$ cat src/rtl/uart_fmt_pkg.sv
// Shared types and constants for the decimal ASCII result transmitter.
package uart_fmt_pkg;

    typedef enum logic [2:0] {
        StIdle,
        StConv,
        StSend,
        StWaitHi,
        StWaitLo,
        StGap
    } tx_fmt_state_t;

    localparam logic [7:0] ASCII_ZERO  = 8'h30;
    localparam logic [7:0] ASCII_CR    = 8'h0D;
    localparam logic [7:0] ASCII_LF    = 8'h0A;
    localparam logic [7:0] ASCII_MINUS = 8'h2D;

    localparam int unsigned MAX_CHARS = 8;

    function automatic logic [7:0] digit_char(input logic [3:0] nibble);
        return ASCII_ZERO + {4'h0, nibble};
    endfunction

endpackage

$ cat src/rtl/bin16_to_bcd_seq.sv
// Sequential double-dabble: 16-bit binary to 5-digit BCD, one bit per cycle.
// start_i loads the operand; done_o pulses once bcd_o holds the final digits.
module bin16_to_bcd_seq (
    input  logic        clk,
    input  logic        resetN,
    input  logic        start_i,
    input  logic [15:0] bin_i,
    output logic        done_o,
    output logic [19:0] bcd_o
);
    logic [15:0] bin_q, bin_d;
    logic [19:0] bcd_q, bcd_d, bcd_adj;
    logic [35:0] shifted;
    logic [3:0]  cnt_q, cnt_d;
    logic        run_q, run_d;
    logic        done_q, done_d;

    always_comb begin
        bcd_adj = bcd_q;
        for (int i = 0; i < 5; i++) begin
            if (bcd_q[4*i +: 4] >= 4'd5) begin
                bcd_adj[4*i +: 4] = bcd_q[4*i +: 4] + 4'd3;
            end
        end
        shifted = {bcd_adj, bin_q} << 1;

        bin_d  = bin_q;
        bcd_d  = bcd_q;
        cnt_d  = cnt_q;
        run_d  = run_q;
        done_d = 1'b0;
        if (start_i) begin
            bin_d = bin_i;
            bcd_d = '0;
            cnt_d = '0;
            run_d = 1'b1;
        end else if (run_q) begin
            bcd_d = shifted[35:16];
            bin_d = shifted[15:0];
            cnt_d = cnt_q + 4'd1;
            if (cnt_q == 4'd15) begin
                run_d  = 1'b0;
                done_d = 1'b1;
            end
        end
    end

    always_ff @(posedge clk) begin
        if (!resetN) begin
            bin_q  <= '0;
            bcd_q  <= '0;
            cnt_q  <= '0;
            run_q  <= 1'b0;
            done_q <= 1'b0;
        end else begin
            bin_q  <= bin_d;
            bcd_q  <= bcd_d;
            cnt_q  <= cnt_d;
            run_q  <= run_d;
            done_q <= done_d;
        end
    end

    assign done_o = done_q;
    assign bcd_o  = bcd_q;

endmodule

$ cat src/rtl/uart_result_ascii_tx.sv
// Formats a 16-bit result as decimal ASCII (MSD first, optional CR LF) and
// streams it to a byte UART. Define SIGNED_FMT_EN for two's-complement output.
module uart_result_ascii_tx
    import uart_fmt_pkg::*;
#(
    parameter int unsigned INTER_BYTE_DELAY = 1000,
    parameter int unsigned BUSY_ACK_TIMEOUT = 100,
    parameter int unsigned SEND_CRLF        = 1
) (
    input  logic        clk,
    input  logic        resetN,
    input  logic        trigger,
    input  logic [15:0] resultado,
    input  logic        tx_busy,
    output logic        tx_start,
    output logic [7:0]  tx_data,
    output logic        busy,
    output logic        done
);
    localparam int unsigned CntMax = (INTER_BYTE_DELAY > BUSY_ACK_TIMEOUT) ?
                                     INTER_BYTE_DELAY : BUSY_ACK_TIMEOUT;
    localparam int unsigned CntW   = $clog2(CntMax + 1);

    tx_fmt_state_t   state_q, state_d;
    logic [CntW-1:0] cnt_q, cnt_d;
    logic [2:0]      idx_q, idx_d;
    logic [3:0]      len_q, len_d;
    logic [7:0]      tx_data_q, tx_data_d;
    logic [7:0]      chars_q [MAX_CHARS];
    logic [7:0]      chars_d [MAX_CHARS];
    logic [7:0]      list_build [MAX_CHARS];
    logic [3:0]      list_len;
    logic            conv_start, conv_done;
    logic [15:0]     conv_bin;
    logic [19:0]     bcd;
    logic            lead;

`ifdef SIGNED_FMT_EN
    logic neg_q, neg_d;
    assign conv_bin = resultado[15] ? (~resultado + 16'd1) : resultado;
`else
    assign conv_bin = resultado;
`endif

    bin16_to_bcd_seq u_bcd (
        .clk     (clk),
        .resetN  (resetN),
        .start_i (conv_start),
        .bin_i   (conv_bin),
        .done_o  (conv_done),
        .bcd_o   (bcd)
    );

    // Character list from the finished BCD; d0 is always emitted.
    always_comb begin
        for (int i = 0; i < int'(MAX_CHARS); i++) begin
            list_build[i] = 8'h00;
        end
        list_len = 4'd0;
        lead     = 1'b0;
`ifdef SIGNED_FMT_EN
        if (neg_q) begin
            list_build[0] = ASCII_MINUS;
            list_len      = 4'd1;
        end
`endif
        for (int i = 4; i >= 0; i--) begin
            if (bcd[4*i +: 4] != 4'd0 || lead || i == 0) begin
                list_build[list_len[2:0]] = digit_char(bcd[4*i +: 4]);
                list_len = list_len + 4'd1;
                lead     = 1'b1;
            end
        end
        if (SEND_CRLF != 0) begin
            list_build[list_len[2:0]] = ASCII_CR;
            list_len = list_len + 4'd1;
            list_build[list_len[2:0]] = ASCII_LF;
            list_len = list_len + 4'd1;
        end
    end

    always_comb begin
        state_d    = state_q;
        cnt_d      = cnt_q;
        idx_d      = idx_q;
        len_d      = len_q;
        tx_data_d  = tx_data_q;
        chars_d    = chars_q;
        conv_start = 1'b0;
        tx_start   = 1'b0;
        done       = 1'b0;
        busy       = (state_q != StIdle);
`ifdef SIGNED_FMT_EN
        neg_d      = neg_q;
`endif
        case (state_q)
            StIdle: begin
                if (trigger) begin
                    conv_start = 1'b1;
`ifdef SIGNED_FMT_EN
                    neg_d      = resultado[15];
`endif
                    state_d    = StConv;
                end
            end
            StConv: begin
                if (conv_done) begin
                    chars_d   = list_build;
                    len_d     = list_len;
                    idx_d     = 3'd0;
                    tx_data_d = list_build[0];
                    state_d   = StSend;
                end
            end
            StSend: begin
                tx_start = 1'b1;
                cnt_d    = '0;
                state_d  = StWaitHi;
            end
            StWaitHi: begin
                // No acknowledge within the timeout: treat the byte as sent.
                if (tx_busy) begin
                    state_d = StWaitLo;
                end else if (cnt_q == CntW'(BUSY_ACK_TIMEOUT - 1)) begin
                    cnt_d   = '0;
                    state_d = StGap;
                end else begin
                    cnt_d = cnt_q + 1'b1;
                end
            end
            StWaitLo: begin
                if (!tx_busy) begin
                    cnt_d   = '0;
                    state_d = StGap;
                end
            end
            StGap: begin
                if (cnt_q == CntW'(INTER_BYTE_DELAY - 1)) begin
                    if ({1'b0, idx_q} == len_q - 4'd1) begin
                        done    = 1'b1;
                        state_d = StIdle;
                    end else begin
                        idx_d     = idx_q + 3'd1;
                        tx_data_d = chars_q[idx_q + 3'd1];
                        state_d   = StSend;
                    end
                end else begin
                    cnt_d = cnt_q + 1'b1;
                end
            end
            default: state_d = StIdle;
        endcase
    end

    always_ff @(posedge clk) begin
        if (!resetN) begin
            state_q   <= StIdle;
            cnt_q     <= '0;
            idx_q     <= '0;
            len_q     <= '0;
            tx_data_q <= 8'h00;
            for (int i = 0; i < int'(MAX_CHARS); i++) begin
                chars_q[i] <= 8'h00;
            end
`ifdef SIGNED_FMT_EN
            neg_q     <= 1'b0;
`endif
        end else begin
            state_q   <= state_d;
            cnt_q     <= cnt_d;
            idx_q     <= idx_d;
            len_q     <= len_d;
            tx_data_q <= tx_data_d;
            chars_q   <= chars_d;
`ifdef SIGNED_FMT_EN
            neg_q     <= neg_d;
`endif
        end
    end

    assign tx_data = tx_data_q;

endmodule

$ cat config.mk
export PLATFORM = sky130hd
export DESIGN_NAME = uart_result_ascii_tx
export DESIGN_NICKNAME = d
export VERILOG_FILES = /design/src/rtl/uart_fmt_pkg.sv /design/src/rtl/bin16_to_bcd_seq.sv /design/src/rtl/uart_result_ascii_tx.sv
export SDC_FILE = /design/constraint.sdc
export NUM_CORES = 1
export LEC_CHECK = 0
export CAP_MARGIN = 20
export CORE_ASPECT_RATIO = 0.5
export CORE_MARGIN = 2
export CORE_UTILIZATION = 24
export DETAILED_ROUTE_END_ITERATION = 10
export GPL_TIMING_DRIVEN = 1
export PLACE_DENSITY = 0.37
export SLEW_MARGIN = 5
export SYNTH_ARGS = -nofsm -noshare
export SYNTH_HDL_FRONTEND = slang
export SYNTH_SLANG_ARGS = --single-unit
$ cat constraint.sdc
create_clock -name clk -period 3.04 [get_ports clk]
set_input_delay 0.912 -clock clk [delete_from_list [all_inputs] [get_ports clk]]
set_output_delay 0.912 -clock clk [all_outputs]
set_load 0.01 [all_outputs]
==> impl_metrics.py <==
metrics = {
    "floorplanning": {
        "start_util_pct": 24.8,
        "dieArea_um2": 26500,
        "io_pins": 31,
        "core_area_um2": 24300,
        "core.rowCount": 40,
        "die_y_um": 116,
        "die_w_um": 228,
    },
    "setup_path": {
        "crit_top_cell": "ha_1",
        "cpPeakStageDelay_ns": 0.42,
        "required_ns": 3.30,
        "start_kind": "flop",
        "slowest_stage": "or3b_1",
        "crit_type": "flop to flop",
        "critPathArrivalTime_ns": 3.10,
        "cp_max_fo": 5,
        "path_cells": "inv_1 > ha_1 > or3b_1 > nor2_2 > inv_2 > ha_1 > nor4b_1 > o211ai_2 > a21oi_4 > a211o_1 > nor2_1 > o221a_1",
        "cp-end-kind": "flop",
    },
    "sta": {
        "rsz0062_at_grt": "no",
        "max_freq_ghz": 0.352,
        "drv_slew": 0,
        "period_needed_ns": 2.84,
        "fin_worst_skew_ns": 0.0119,
        "fin_crit_sh_pct": 93.4,
        "finalHoldWorstSlack_ns": 0.461,
        "setup_violations": 0,
        "max-slew-margin-rel_pct": 61.0,
        "hold_viol": 0,
        "tightest_slew_ns": 0.585,
    },
    "global_route": {
        "use_met1_pct": 20.2,
        "grt_first_pass_wirelength_um": 27600,
        "grt_max_degree": 38,
        "top_usage_layer": "met1",
        "grtUsageMet3_pct": 3.71,
        "grt_util_all_layers_pct": 13.6,
        "grt_pass1_vias": 4588,
        "met2_usage_pct": 19.2,
        "antenna_found_initial": 0,
        "grt-ovfl-total": 0,
    },
    "cts": {
        "cts-htree-levels": 3,
        "clk-insertion-delay-late_ns": 0.38,
        "clockRootBuffer": "clkbuf_16",
        "cts_buffers": 9,
        "cts_tree": "yes",
        "clk_pin_slew_ns": 0.08,
        "hold_buffers": 0,
        "clock-sinks": 107,
        "clock_path_buffers": 2,
    },
    "cells_and_area": {
        "finalNetCount": 775,
        "antenna_cells": 0,
        "drive_above_1_share_pct": 15.1,
        "layout_commonest_cell": "dfxtp_1",
        "syn_to_final_growth_pct": 19.4,
        "fillers": 2599,
        "final_cell_mix": "dfxtp_1 (104), nand2_1 (80), nor2_1 (64)",
    },
    "detailed_routing": {
        "ant_nets": 0,
        "wirelength_um": 17500,
        "drt_iter0_markers": 466,
        "drt_first_pass_iters": 5,
        "via_per_inst": 4.68,
        "num_vias": 5050,
        "drc": 0,
        "wl_per_cell_um": 16.2,
    },
    "synth": {
        "synth_top_cell_by_area": "dfxtp_1",
        "synthArstFlopShare_pct": 0,
        "synth_cells": 705,
        "ys_types": 75,
        "synth_top_area_share_pct": 35.5,
        "synth_area_leaders": "dfxtp_1 (35%), nand2_1 (5.0%), mux2i_1 (4.6%), nor2_1 (4.0%), mux4_2 (3.7%)",
        "synth_edf_count": 0,
        "avgSynthCellArea_um2": 8.56,
        "ys_seq_area_share_pct": 35.5,
        "ys_seq_elements": 107,
        "syn_area_um2": 6030,
        "synth_flop_cell": "dfxtp_1",
        "yosysWarnings": 0,
    },
    "power": {
        "power_uw": 3400,
        "ir_drop_uv": 290,
        "powerDensity_nw_per_um2": 472,
        "leakagePower_uw": 0.00273,
    },
    "placed_design": {
        "hpwlAfterDp_um": 12700,
        "gp_congestion": 0.833,
        "port_buffers": 28,
    },
    "run": {
        "maxCapViolations": 0,
    },
    "run_status": {
        "outcome": "complete, no violations",
    },
    "hold_path": {
        "hold_path_class": "flop to flop",
    },
}
sequential cells by signal, summed over array words and instances (netlist names):
signal and cells:
chars_q 40, idx_q 3, u_bcd.done_o 1, u_bcd.run_q 1, len_q 4, u_bcd.bin_q 16
state_q 3, cnt_q 10, u_bcd.bcd_o 20, tx_data 5, u_bcd.cnt_q 4
cells in the mapped netlist (7+ instances only):
cell / count
buf_6: 7
ha_1: 17
a21oi_1: 37
nor2_1: 64
o211a_1: 19
nand2_1: 80
nor2b_1: 9
nand3_1: 24
mux4_2: 10
dfxtp_1: 107
a21boi_0: 10
xnor2_1: 15
inv_1: 19
clkbuf_1: 32
a31oi_1: 10
nor3_1: 15
o21ai_0: 37
xor2_1: 7
mux2i_1: 28
nand2b_1: 15
buf_4: 8
buf_2: 9
cell families (layout without fill, tap and decap cells):
family	Yosys count	after routing	synth area share, %
xor+xnor	22	22	3.19
mux	39	39	8.56
simple gates	254	254	21.3
buf+inv	81	117	6.59
fa+ha+maj	17	17	3.52
flops	107	107	35.5
compound gates	183	183	21.2
other cells	2	4	0.124
path summary, 6_finish.rpt:
kind	from	to	slack, ns	depth (start not counted)
setup reg to reg	u_bcd.bcd_o[16]$_SDFFE_PP0P_	tx_data[2]$_SDFFE_PN0P_	0.20	12
hold / removal	chars_q[61]$_SDFFE_PN0P_	chars_q[61]$_SDFFE_PN0P_	0.46	2
hold reg to reg	chars_q[61]$_SDFFE_PN0P_	chars_q[61]$_SDFFE_PN0P_	0.46	2
setup / recovery	u_bcd.bcd_o[16]$_SDFFE_PP0P_	tx_data[2]$_SDFFE_PN0P_	0.20	12
timing repair:
| item | CTS | global route |
|---|---|---|
| pin swaps | 2 | 0 |
| hold endpoints to repair | 0 | 0 |
| buffers inserted | 1 | 0 |
| resized for setup | 6 | 4 |
| setup endpoints to repair | 1 | 21 |
metal layers:
metal / vias to the layer above / routed length (um)
met2: 80 / 7080
met5: - / 0
met4: 0 / 184
li1: 2568 / -
met1: 2392 / 9620
met3: 10 / 569
worst max-delay path, delay by kind of cell, from the launching register on:
family | cells | cell delay (ns)
AOI/OAI and AO/OA | 4 | 0.89
adders and majority gates | 2 | 0.37
buffers and inverters | 2 | 0.15
DFF | 1 | 0.33
and+or+nand+nor | 4 | 0.98
power by group:
group / internal (uW) / leakage (uW) / switching, uW
clock: 798 / 0.000171 / 598
sequential: 1440 / 0.000868 / 32.3
combinational: 227 / 0.00170 / 308
total: 2460 / 0.00273 / 938
area by class of cell:
| cell class | instances | area [um2] | area share (%) |
|---|---|---|---|
| inverters | 20 | 75.1 | 1.04 |
| repair buffers | 81 | 672 | 9.32 |
| multi-input cells | 519 | 3550 | 49.2 |
| clock buffers | 12 | 267 | 3.70 |
| clock inverters | 4 | 80.1 | 1.11 |
| well taps | 336 | 420 | 5.83 |
| flip-flops and latches | 107 | 2150 | 29.8 |
metrics by stage:
stage | cell area [um2] | TNS, ns | util (%) | cells | setup slack, ns
2_1_floorplan | 6040 | 0 | - | 707 | 0.0240
3_3_place_gp | 6820 | -0.0115 | 28.0 | 1062 | -0.0115
3_5_place_dp | 6820 | 0 | 28.0 | 1062 | 0.0174
4_1_cts | 7190 | 0 | 29.6 | 1079 | 0.00125
5_1_grt | 7210 | 0 | 29.6 | 1079 | 0.00484
6_report | 7210 | 0 | 29.6 | 1079 | 0.202
No activity file was read; power rests on OpenSTA's default activity.
